[config.mk]
export PLATFORM = sky130hd
export DESIGN_NAME = inst_fetch
export DESIGN_NICKNAME = d
export VERILOG_FILES = /design/src/rtl/inst_fetch.sv
export SDC_FILE = /design/constraint.sdc
export NUM_CORES = 1
export LEC_CHECK = 0
export CORE_ASPECT_RATIO = 0.75
export CORE_MARGIN = 2
export CORE_UTILIZATION = 38
export DETAILED_ROUTE_END_ITERATION = 8
export GPL_TIMING_DRIVEN = 1
export PLACE_DENSITY = 0.88
export SLEW_MARGIN = 0
export SYNTH_ARGS = -nofsm -noshare
export SYNTH_HDL_FRONTEND = slang
export SYNTH_SLANG_ARGS = --single-unit
[constraint.sdc]
create_clock -name clk -period 1.57 [get_ports clk]
set_input_delay 0.314 -clock clk [delete_from_list [all_inputs] [get_ports clk]]
set_output_delay 0.314 -clock clk [all_outputs]
set_load 0.05 [all_outputs]
[src/rtl/inst_fetch.sv]
// inst_fetch: two-state instruction fetch stage (IDLE / FETCH).
// Drives a combinational 64-bit instruction ROM with an 8-byte aligned
// address. Per-cycle priority is flush > branch > stall > sequential.
// The fetched instruction is registered into the ID outputs one cycle later.
// Optional feature: define INST_FETCH_PERF_EN to add the fetch_cnt output,
// which counts every instruction loaded into ID.
module inst_fetch #(
    parameter logic [31:0] RESET_PC = 32'h0000_0000
) (
    input  logic        clk,
    input  logic        rst_n,
    input  logic        stall,
    input  logic        branch_flag,
    input  logic [31:0] branch_target,
    input  logic        flush,
    input  logic [31:0] new_pc,
    output logic        rom_ce,
    output logic [31:0] rom_addr,
    input  logic [63:0] rom_inst,
    output logic [31:0] id_pc,
    output logic [63:0] id_inst,
    output logic        id_valid,
    output logic        misalign_err
`ifdef INST_FETCH_PERF_EN
   ,output logic [31:0] fetch_cnt
`endif
);

    localparam logic [0:0] IDLE  = 1'b0;
    localparam logic [0:0] FETCH = 1'b1;

    // The ROM is 64 bits wide, so the fetch address is always 8-byte aligned.
    localparam logic [31:0] RESET_PC_ALIGNED = RESET_PC & ~32'd7;

    logic [0:0]  state_q,    state_d;
    logic [31:0] pc_q,       pc_d;
    logic        rom_ce_q,   rom_ce_d;
    logic [31:0] id_pc_q,    id_pc_d;
    logic [63:0] id_inst_q,  id_inst_d;
    logic        id_valid_q, id_valid_d;
    logic        misalign_q, misalign_d;
`ifdef INST_FETCH_PERF_EN
    logic [31:0] fetch_cnt_q, fetch_cnt_d;
`endif

    // Next-state logic: FSM plus flush > branch > stall > sequential selection.
    always_comb begin
        state_d    = state_q;
        pc_d       = pc_q;
        id_pc_d    = id_pc_q;
        id_inst_d  = id_inst_q;
        id_valid_d = id_valid_q;
        misalign_d = 1'b0;
`ifdef INST_FETCH_PERF_EN
        fetch_cnt_d = fetch_cnt_q;
`endif
        case (state_q)
            IDLE: begin
                // Redirect/stall inputs are ignored until fetching starts.
                state_d    = FETCH;
                pc_d       = RESET_PC_ALIGNED;
                id_valid_d = 1'b0;
            end
            FETCH: begin
                if (flush) begin
                    pc_d       = new_pc & ~32'd7;
                    id_pc_d    = '0;
                    id_inst_d  = '0;
                    id_valid_d = 1'b0;
                    misalign_d = |new_pc[2:0];
                end else if (branch_flag) begin
                    // No delay slot: the instruction in flight is squashed,
                    // even if decode is stalled.
                    pc_d       = branch_target & ~32'd7;
                    id_inst_d  = '0;
                    id_valid_d = 1'b0;
                    misalign_d = |branch_target[2:0];
                end else if (!stall) begin
                    pc_d       = pc_q + 32'd8;
                    id_pc_d    = pc_q;
                    id_inst_d  = rom_inst;
                    id_valid_d = 1'b1;
`ifdef INST_FETCH_PERF_EN
                    fetch_cnt_d = fetch_cnt_q + 32'd1;
`endif
                end
            end
            default: begin
                state_d = IDLE;
            end
        endcase
        rom_ce_d = (state_d == FETCH);
    end

    // State registers with asynchronous active-low reset.
    always_ff @(posedge clk or negedge rst_n) begin
        if (!rst_n) begin
            state_q    <= IDLE;
            pc_q       <= RESET_PC_ALIGNED;
            rom_ce_q   <= 1'b0;
            id_pc_q    <= '0;
            id_inst_q  <= '0;
            id_valid_q <= 1'b0;
            misalign_q <= 1'b0;
        end else begin
            state_q    <= state_d;
            pc_q       <= pc_d;
            rom_ce_q   <= rom_ce_d;
            id_pc_q    <= id_pc_d;
            id_inst_q  <= id_inst_d;
            id_valid_q <= id_valid_d;
            misalign_q <= misalign_d;
        end
    end

`ifdef INST_FETCH_PERF_EN
    // Fetch counter; only reset clears it.
    always_ff @(posedge clk or negedge rst_n) begin
        if (!rst_n) begin
            fetch_cnt_q <= '0;
        end else begin
            fetch_cnt_q <= fetch_cnt_d;
        end
    end

    assign fetch_cnt = fetch_cnt_q;
`endif

    assign rom_ce       = rom_ce_q;
    assign rom_addr     = pc_q;
    assign id_pc        = id_pc_q;
    assign id_inst      = id_inst_q;
    assign id_valid     = id_valid_q;
    assign misalign_err = misalign_q;

endmodule
### After elaboration in Yosys (flattened, before gate mapping)

Cells that the tools add are included.

| word-level totals | value |
|---|---|
| output and inout port bits | 131 |
| flip-flop bits (word level) | 131 |

| cells by class | value |
|---|---|
| reduce and logical (&&, ||, !) cells | 4 |
| eq/ne operators | 4 |
| bitwise gates (word level) | 1 |
| muxes and demuxes | 17 |
| add/sub/neg operators | 1 |

Operators by type and width:

| kind | number |
|---|---|
| 2-to-1 mux 32 bit | 6 |
| 2-to-1 mux 64 bit | 3 |
| case mux 32 bit (2 select lines) | 1 |
| adder 32 x 4 -> 32 bit, second input constant | 1 |
| 2-to-1 mux 1 bit | 6 |
| OR reduction 3 bit | 2 |
| != test 2 x 1 -> 1 bit, second input constant | 2 |
| != test 4 bit, second input constant | 1 |
| != test 3 x 1 -> 1 bit, second input constant | 1 |
| AND reduction 3 bit | 1 |
| case mux 1 bit (2 select lines) | 1 |
| AND reduction 2 bit | 1 |
| NOT 1 bit | 1 |

### Depth between registers and ports, before layout

Gate-level depths: netlist (run 1).

| logic depth | value |
|---|---|
| depth in word-level cells | 5 |
| gate-level depth with buffers | 8 |
| mapped depth without buffers | 6 |

### Least setup slack after synthesis (run 1)

No wires, ideal clock.

| path | value |
|---|---|
| kind | flip-flop to flip-flop |
| from | register pc_q[5] (netlist: rom_addr[5]) |
| to | register pc_q[28] (netlist: rom_addr[28]) |
| library setup time | 0.121 ns |
| buffers on the path | 1 |
| setup slack | -0.538 ns |
| cell stages (with the launch flop) | 7 |
| arrival time | 1.987 ns |
| required time | 1.449 ns |
| cell sequence | dfrtp_1 -> buf_4 -> nand4_2 -> nor4_4 -> nand4_1 -> a21o_1 -> a22o_1 |

| on the way | value |
|---|---|
| cells in the longest elaborated chain, start to end | 5 |

Ends and longest elaborated chain:

| element | line | text |
|---|---|---|
| start, declared | 36 | `logic [31:0] pc_q, pc_d;` |
| start signal, assigned | 107 | `pc_q <= pc_d;` |
| adder 32 x 4 -> 32 bit | 79 | `pc_d = pc_q + 32'd8;` |
| 2-to-1 mux 32 bit | 78 | `end else if (!stall) begin` |
| 2-to-1 mux 32 bit | 71 | `end else if (branch_flag) begin` |
| 2-to-1 mux 32 bit | 65 | `if (flush) begin` |
| case mux 32 bit (2 select lines) | 57 | `case (state_q)` |

No other way between the ends. The select of a mux whose other input is x is not followed.
A chain may end at the register's enable or synchronous reset.

### Final worst setup path (run 1)

| path | value |
|---|---|
| from | register pc_q[3] (netlist: rom_addr[3]) |
| to | register pc_q[19] (netlist: rom_addr[19]) |

The elaborated chain is that of the path after synthesis.

==> results of run 1 <==
==> registers in the layout, indices dropped and copies added (netlist names) <==
| register | count |
|---|---|
| misalign_err | 1 |
| id_valid | 1 |
| rom_ce | 1 |
| id_inst | 64 |
| rom_addr | 29 |
| id_pc | 30 |
==> kinds of logic (layout without fill, tap and decap cells) <==
family	Yosys count	after routing	share of synthesized area [%]
AO/OA/AOI/OAI	212	212	28.4
XOR/XNOR	2	2	0.308
adder cells (fa/ha/maj)	1	1	0.220
buffers and inverters	60	405	5.20
flip-flops	126	126	55.5
multiplexers	2	2	0.352
other	2	4	0.132
AND/OR/NAND/NOR	99	99	9.89
==> how the worst max path moves through the flow <==
stage / startpoint / to / slack [ns]
after floorplan: rom_addr[10] / rom_addr[28] / -0.28
after global placement: flush / rom_addr[27] / -0.50
after detailed placement: flush / rom_addr[27] / -0.56
after CTS: rom_addr[17] / rom_addr[31] / -0.12
after global routing: rom_addr[17] / rom_addr[31] / -0.26
final: rom_addr[3] / rom_addr[19] / -0.15
==> layout by cell type (no fill, tap or decap), drive strengths merged, types with 6 or more instances in the layout <==
master / n
a21oi: 20
a22o: 99
and3: 11
buf: 225
clkbuf: 21
clkdlybuf4s50: 130
dfrtp: 126
inv: 16
nand2: 15
nand3: 9
nand4: 12
nor2: 22
nor3: 6
o21ai: 35
o221ai: 8
o22ai: 12
o2bb2ai: 8
o31ai: 8
==> stage by stage <==
stage	setup TNS [ns]	instance area [um^2]	utilization, %
after global routing	-3.10	10600	73.0
after global placement	-47.24	9530	65.5
final	-1.71	10600	73.0
after CTS	-0.745	10300	70.8
after floorplan	-2.29	5790	-
after detailed placement	-50.78	9530	65.5
==> report_power, final <==
part / switching, mW / internal (mW) / total [mW] / leakage (nW)
Combinational: 1.48 / 1.30 / 2.78 / 2.89
Clock: 1.52 / 2.55 / 4.07 / 0.290
Sequential: 0.175 / 3.45 / 3.62 / 1.67
==> worst register-to-register path, cell delays in order, from the launching register on <==
cell and delay [ns]:
dfrtp_4 0.51, ha_4 0.17, and3_4 0.19, buf_6 0.12, and4_1 0.17, and3_4 0.18
o21ai_2 0.15, o2bb2ai_1 0.14
==> routing by layer <==
metal  part of all wire (%)  vias up  track usage [%]
met5                      0        -                0
met4                    2.0        0             7.49
met3                    9.6       51             7.63
met2                     49      355             43.4
met1                     39     2979             33.6
li1                       -     2602                -
==> cell type report <==
class | instances | area [um^2] | area share (%)
Timing Repair Buffer | 359 | 4000 | 37.7
Sequential cell | 126 | 3190 | 30.0
Multi-Input combinational cell | 320 | 2520 | 23.8
Clock buffer | 19 | 443 | 4.17
Tap cell | 200 | 250 | 2.36
Clock inverter | 13 | 163 | 1.53
Inverter | 14 | 52.6 | 0.495
==> timing repair <==
item                                   CTS  global route
setup buffers                            5            13
endpoints found under the hold margin   33             0
gates resized for setup                 28            38
pin swaps                               17            19
setup endpoints to repair               79            83
cloned                                   0             2
hold buffers                             1             0
==> impl_metrics.env, run 1 <==
export IMPL_outcome="complete, but fails checks"
export IMPL_failed_checks="setup timing"
export IMPL_final_nets=972
export IMPL_routed_wl_um=22300
export IMPL_vias=5987
export IMPL_cp_max_fo=3
export IMPL_ys_async_sr_fraction_pct=100
export IMPL_viasPerCell=5.70
export IMPL_whs_ns=0.380
export IMPL_cp_required_ns=1.88
export IMPL_r2r_end="rom_addr[19]"
export IMPL_drv_slew=0
export IMPL_worstSkewPairLatency_ns=0.41
export IMPL_synth_area_leaders="dfrtp_1 55%, a22o_1 15%, o21ai_0 3.0%"
export IMPL_cts_sinks=126
export IMPL_reg2reg_slack_ns=-0.15
export IMPL_gp_congestion=0.872
export IMPL_core_area_um2=14500
export IMPL_critPathTopFamily="simple AND/OR/NAND/NOR gates"
export IMPL_synth_edff_count=0
export IMPL_hold_viol=0
export IMPL_start_kind="flop"
export IMPL_p_leak_nw=4.85
export IMPL_num_rows=38
export IMPL_cp_end_kind="flop"
export IMPL_grt_pass1_vias=5912
export IMPL_grt_util_all_layers_pct=26.1
export IMPL_synth_common_cells="126 x dfrtp_1, 99 x a22o_1, 34 x o21ai_0, 21 x nor2_1, 20 x a21oi_1"
export IMPL_layout_cells_non_filler=1051
export IMPL_ys_warn_count=0
export IMPL_netlist_instances=504
export IMPL_grt_max_degree=56
export IMPL_worst_path_largest_cell_delay_ns=0.51
export IMPL_clock_skew_ns=0.0154
export IMPL_power_mw=10.5
export IMPL_clock_path_buffers=2
export IMPL_max_freq_mhz=580
export IMPL_cts_buffers=17
export IMPL_antenna_cells=0
export IMPL_routedWlPerCell_um=21.2
export IMPL_layout_setup_ws_ns=-0.155
export IMPL_clkTransAtPathRegs_ns=0.07
export IMPL_dp_cells=999
export IMPL_htree_levels=4
export IMPL_p_per_area_nw_per_um2=986
export IMPL_die_w_um=145
export IMPL_hp_class="input pin to asynchronous set/reset pin"
export IMPL_dpl_hpwl_um=15500
export IMPL_remaining_drc_errors=0
export IMPL_cp_num_cells=7
export IMPL_cp_slowest_cell="dfrtp_4"
export IMPL_grt_ovfl_total=0
export IMPL_ys_types=55
export IMPL_synth_flop_cell="dfrtp_1"
export IMPL_synth_seq_cells=126
export IMPL_numPortBuffers=260
export IMPL_netlist_area_um2=5680
export IMPL_nFillCells=964
export IMPL_post_route_period_util_pct=110
export IMPL_netlist_area_leader_share_pct=55.5
export IMPL_reg2reg_from="rom_addr[3]"
export IMPL_syn_to_final_growth_pct=86.9
export IMPL_crit_top_cell="and3_4"
export IMPL_crit_type="flop to flop"
export IMPL_die_h_um=110
export IMPL_die_area_um2=16000
export IMPL_antenna_found_initial=0
export IMPL_layout_min_cycle_time_ns=1.72
export IMPL_crit_arrival_ns=2.04
export IMPL_syn_area_per_cell_um2=11.3
export IMPL_grt_first_pass_wirelength_um=32500
export IMPL_maxCapViolCount=0
export IMPL_ys_seq_area_share_pct=55.5
export IMPL_dr_pass1_iters=6
export IMPL_drtIter0Drc=519
export IMPL_cts_root_buf="clkbuf_16"
export IMPL_grt_setup_unrepaired="yes"
export IMPL_setup_viol=19
export IMPL_crit_buf_inv=1
export IMPL_yosysTopAreaCell="dfrtp_1"
export IMPL_initial_utilization_pct=39.1
export IMPL_worstPathCellList="ha_4 -> and3_4 -> buf_6 -> and4_1 -> and3_4 -> o21ai_2 -> o2bb2ai_1"
export IMPL_yosysMostFrequentCell="dfrtp_1"
export IMPL_pre_cts_slack_ns=-0.557
export IMPL_reg2reg_depth=7
export IMPL_cts_tree="built"
export IMPL_drive_gt1_share_pct=39.1
export IMPL_antenna_left=0
export IMPL_irDropWorstVdd_mv=0.737
export IMPL_io_pins=264
Power figures use the tool's default switching activity.
==> run 2: changes to the inputs <==
--- a/config.mk
+++ b/config.mk
@@ -5,12 +5,14 @@
 export SDC_FILE = /design/constraint.sdc
 export NUM_CORES = 1
 export LEC_CHECK = 0
+export CAP_MARGIN = 20
 export CORE_ASPECT_RATIO = 0.75
 export CORE_MARGIN = 2
 export CORE_UTILIZATION = 38
 export DETAILED_ROUTE_END_ITERATION = 8
 export GPL_TIMING_DRIVEN = 1
 export PLACE_DENSITY = 0.88
+export SETUP_SLACK_MARGIN = 0.15
 export SLEW_MARGIN = 0
 export SYNTH_ARGS = -nofsm -noshare
 export SYNTH_HDL_FRONTEND = slang
==> run 2 against run 1 <==
Via count increased by 4.4%; fmax fell by 5.2%; final cell count grew 3.3%; critical endpoint is now rom_addr[20]; count of clock-buffer cells in the layout unchanged; sequential cell count did not move; largest power group unchanged; cell area is 4.5% higher; setup slack lost 0.095 ns; clock skew is 0.0036 ns lower; the flow still finishes with violations (setup timing); core utilization is 3.3 points higher; highest routed layer unchanged.
==> impl_metrics.env, run 2 (synthesized netlist as in run 1, its figures left out) <==
export IMPL_crit_type="flop to flop"
export IMPL_start_kind="flop"
export IMPL_hp_class="input pin to asynchronous set/reset pin"
export IMPL_cts_sinks=126
export IMPL_cts_buffers=17
export IMPL_die_w_um=145
export IMPL_dr_pass1_iters=5
export IMPL_p_leak_nw=5.04
export IMPL_power_internal_mw=7.17
export IMPL_antenna_found_initial=0
export IMPL_clock_skew_ns=0.0117
export IMPL_worstSkewPairLatency_ns=0.41
export IMPL_antenna_left=0
export IMPL_cts_tree="built"
export IMPL_grt_pass1_vias=6259
export IMPL_power_mw=10.5
export IMPL_irDropWorstVdd_mv=0.788
export IMPL_final_nets=1007
export IMPL_grt_max_degree=47
export IMPL_busiest_layer="met2"
export IMPL_failed_checks="setup timing"
export IMPL_htree_levels=4
export IMPL_p_switching_mw=3.35
export IMPL_grt_util_all_layers_pct=27.7
export IMPL_cp_max_fo=5
export IMPL_initial_utilization_pct=39.1
export IMPL_clkTransAtPathRegs_ns=0.07
export IMPL_vias=6252
export IMPL_cp_end_kind="flop"
export IMPL_crit_arrival_ns=2.14
export IMPL_routed_wl_um=24200
export IMPL_max_freq_mhz=549
export IMPL_die_area_um2=16000
export IMPL_layout_min_cycle_time_ns=1.82
export IMPL_cts_root_buf="clkbuf_16"
export IMPL_drive_gt1_share_pct=43.7
export IMPL_gp_congestion=0.837
export IMPL_cp_required_ns=1.89
export IMPL_numPortBuffers=260
export IMPL_sw_frac_of_total_pct=31.8
export IMPL_grt_first_pass_wirelength_um=34100
export IMPL_post_route_period_util_pct=116
export IMPL_setup_viol=22
export IMPL_grt_ovfl_total=0
export IMPL_clock_path_buffers=2
export IMPL_largest_register_ff_count=64
export IMPL_grtUsageMet3_pct=8.30
export IMPL_routedWlPerCell_um=22.3
export IMPL_whs_ns=0.432
export IMPL_drv_slew=0
export IMPL_die_h_um=110
export IMPL_mostFrequentLayoutCell="buf_4"
export IMPL_remaining_drc_errors=0
export IMPL_p_per_area_nw_per_um2=948
export IMPL_layout_setup_ws_ns=-0.250
export IMPL_clkPwrFrac_pct=36.6
export IMPL_outcome="complete, but fails checks"
export IMPL_dpl_hpwl_um=15300
export IMPL_io_pins=264
export IMPL_hold_viol=0
export IMPL_final_cell_mix="139 x buf_4, 128 x clkdlybuf4s50_1, 100 x dfrtp_1"
export IMPL_seq_power_share_pct=34.7
export IMPL_num_rows=38
export IMPL_drtIter0Drc=477
export IMPL_core_area_um2=14500
export IMPL_maxCapViolCount=0
export IMPL_p_comb_share_pct=28.7
export IMPL_viasPerCell=5.76
export IMPL_use_met2_pct=48.4
export IMPL_grt_use_met1_pct=33.2
export IMPL_grt_setup_unrepaired="yes"
export IMPL_syn_to_final_growth_pct=95.3
export IMPL_antenna_cells=0
[run 2: cell types whose count changed in the layout (fill, tap and decap cells not counted), moves of 3 or more]
cell and delta:
buf_12 +6, nand2_1 -3, buf_6 +26, nand2_2 +3, o21ai_1 +5, a21oi_2 +4, o21ai_0 -7, a21oi_1 -3
[run 2: power by group through the flow]
stage                     Sequential [mW]  Clock, mW  Combinational (mW)
after global placement               3.67          0                2.61
after detailed placement             3.68          0                2.67
after global routing                 3.66       4.03                3.13
after CTS                            3.63       3.86                2.84
after floorplan                      4.34          0               0.512
final                                3.65       3.85                3.02
[run 2: through the flow]
step                std cells  setup slack (ns)  area, um^2  util, %  setup TNS, ns
finish                   1086            -0.250       11100     76.3          -2.46
global route             1086            -0.273       11100     76.3          -3.49
floorplan                 506            -0.276        5870        -          -2.27
global placement         1008            -0.508        9680     66.5         -47.12
CTS                      1064           -0.0861       10700     73.8         -0.626
detailed placement       1008            -0.559        9680     66.5         -54.50
[run 2: cell type report]
cell class | instances | area, um^2
Sequential cell | 126 | 3190
Multi-Input combinational cell | 320 | 2580
Timing Repair Buffer | 394 | 4450
Inverter | 14 | 52.6
Fill cell | 891 | 3450
Clock buffer | 19 | 443
Clock inverter | 13 | 131
Tap cell | 200 | 250
[run 2: worst max-delay path, stage by stage, from the launching register on]
cell	delay, ns
dfrtp_4	0.47
nand4_4	0.13
nor4_4	0.43
buf_4	0.23
and3_4	0.21
a21oi_2	0.09
o2bb2ai_2	0.17
[run 2: timing repair]
action | in CTS | in global routing
resized for setup | 77 | 41
cloned | 1 | 2
endpoints found under the hold margin | 41 | 0
setup buffers | 22 | 20
pin swaps | 28 | 28
hold buffers | 1 | 0
endpoints found under the setup margin | 153 | 110
[run 2: routing by layer]
layer,share of wire (%),up-vias
met5,0,-
met4,3.5,0
met3,8.1,83
met2,50,390
met1,38,3105
li1,-,2674
[run 2: path summary, 6_finish.rpt]
path | startpoint | to | slack [ns] | cells after the start
max reg2reg | rom_addr[3] | rom_addr[20] | -0.25 | 6
min | rst_n | id_pc[10] | 0.43 | 2
min in group clk | flush | misalign_err | 0.44 | 4
max in group asynchronous | rst_n | id_pc[2] | 0.53 | 3
max | rom_addr[3] | rom_addr[20] | -0.25 | 6
min reg2reg | id_pc[8] | id_pc[8] | 0.51 | 1
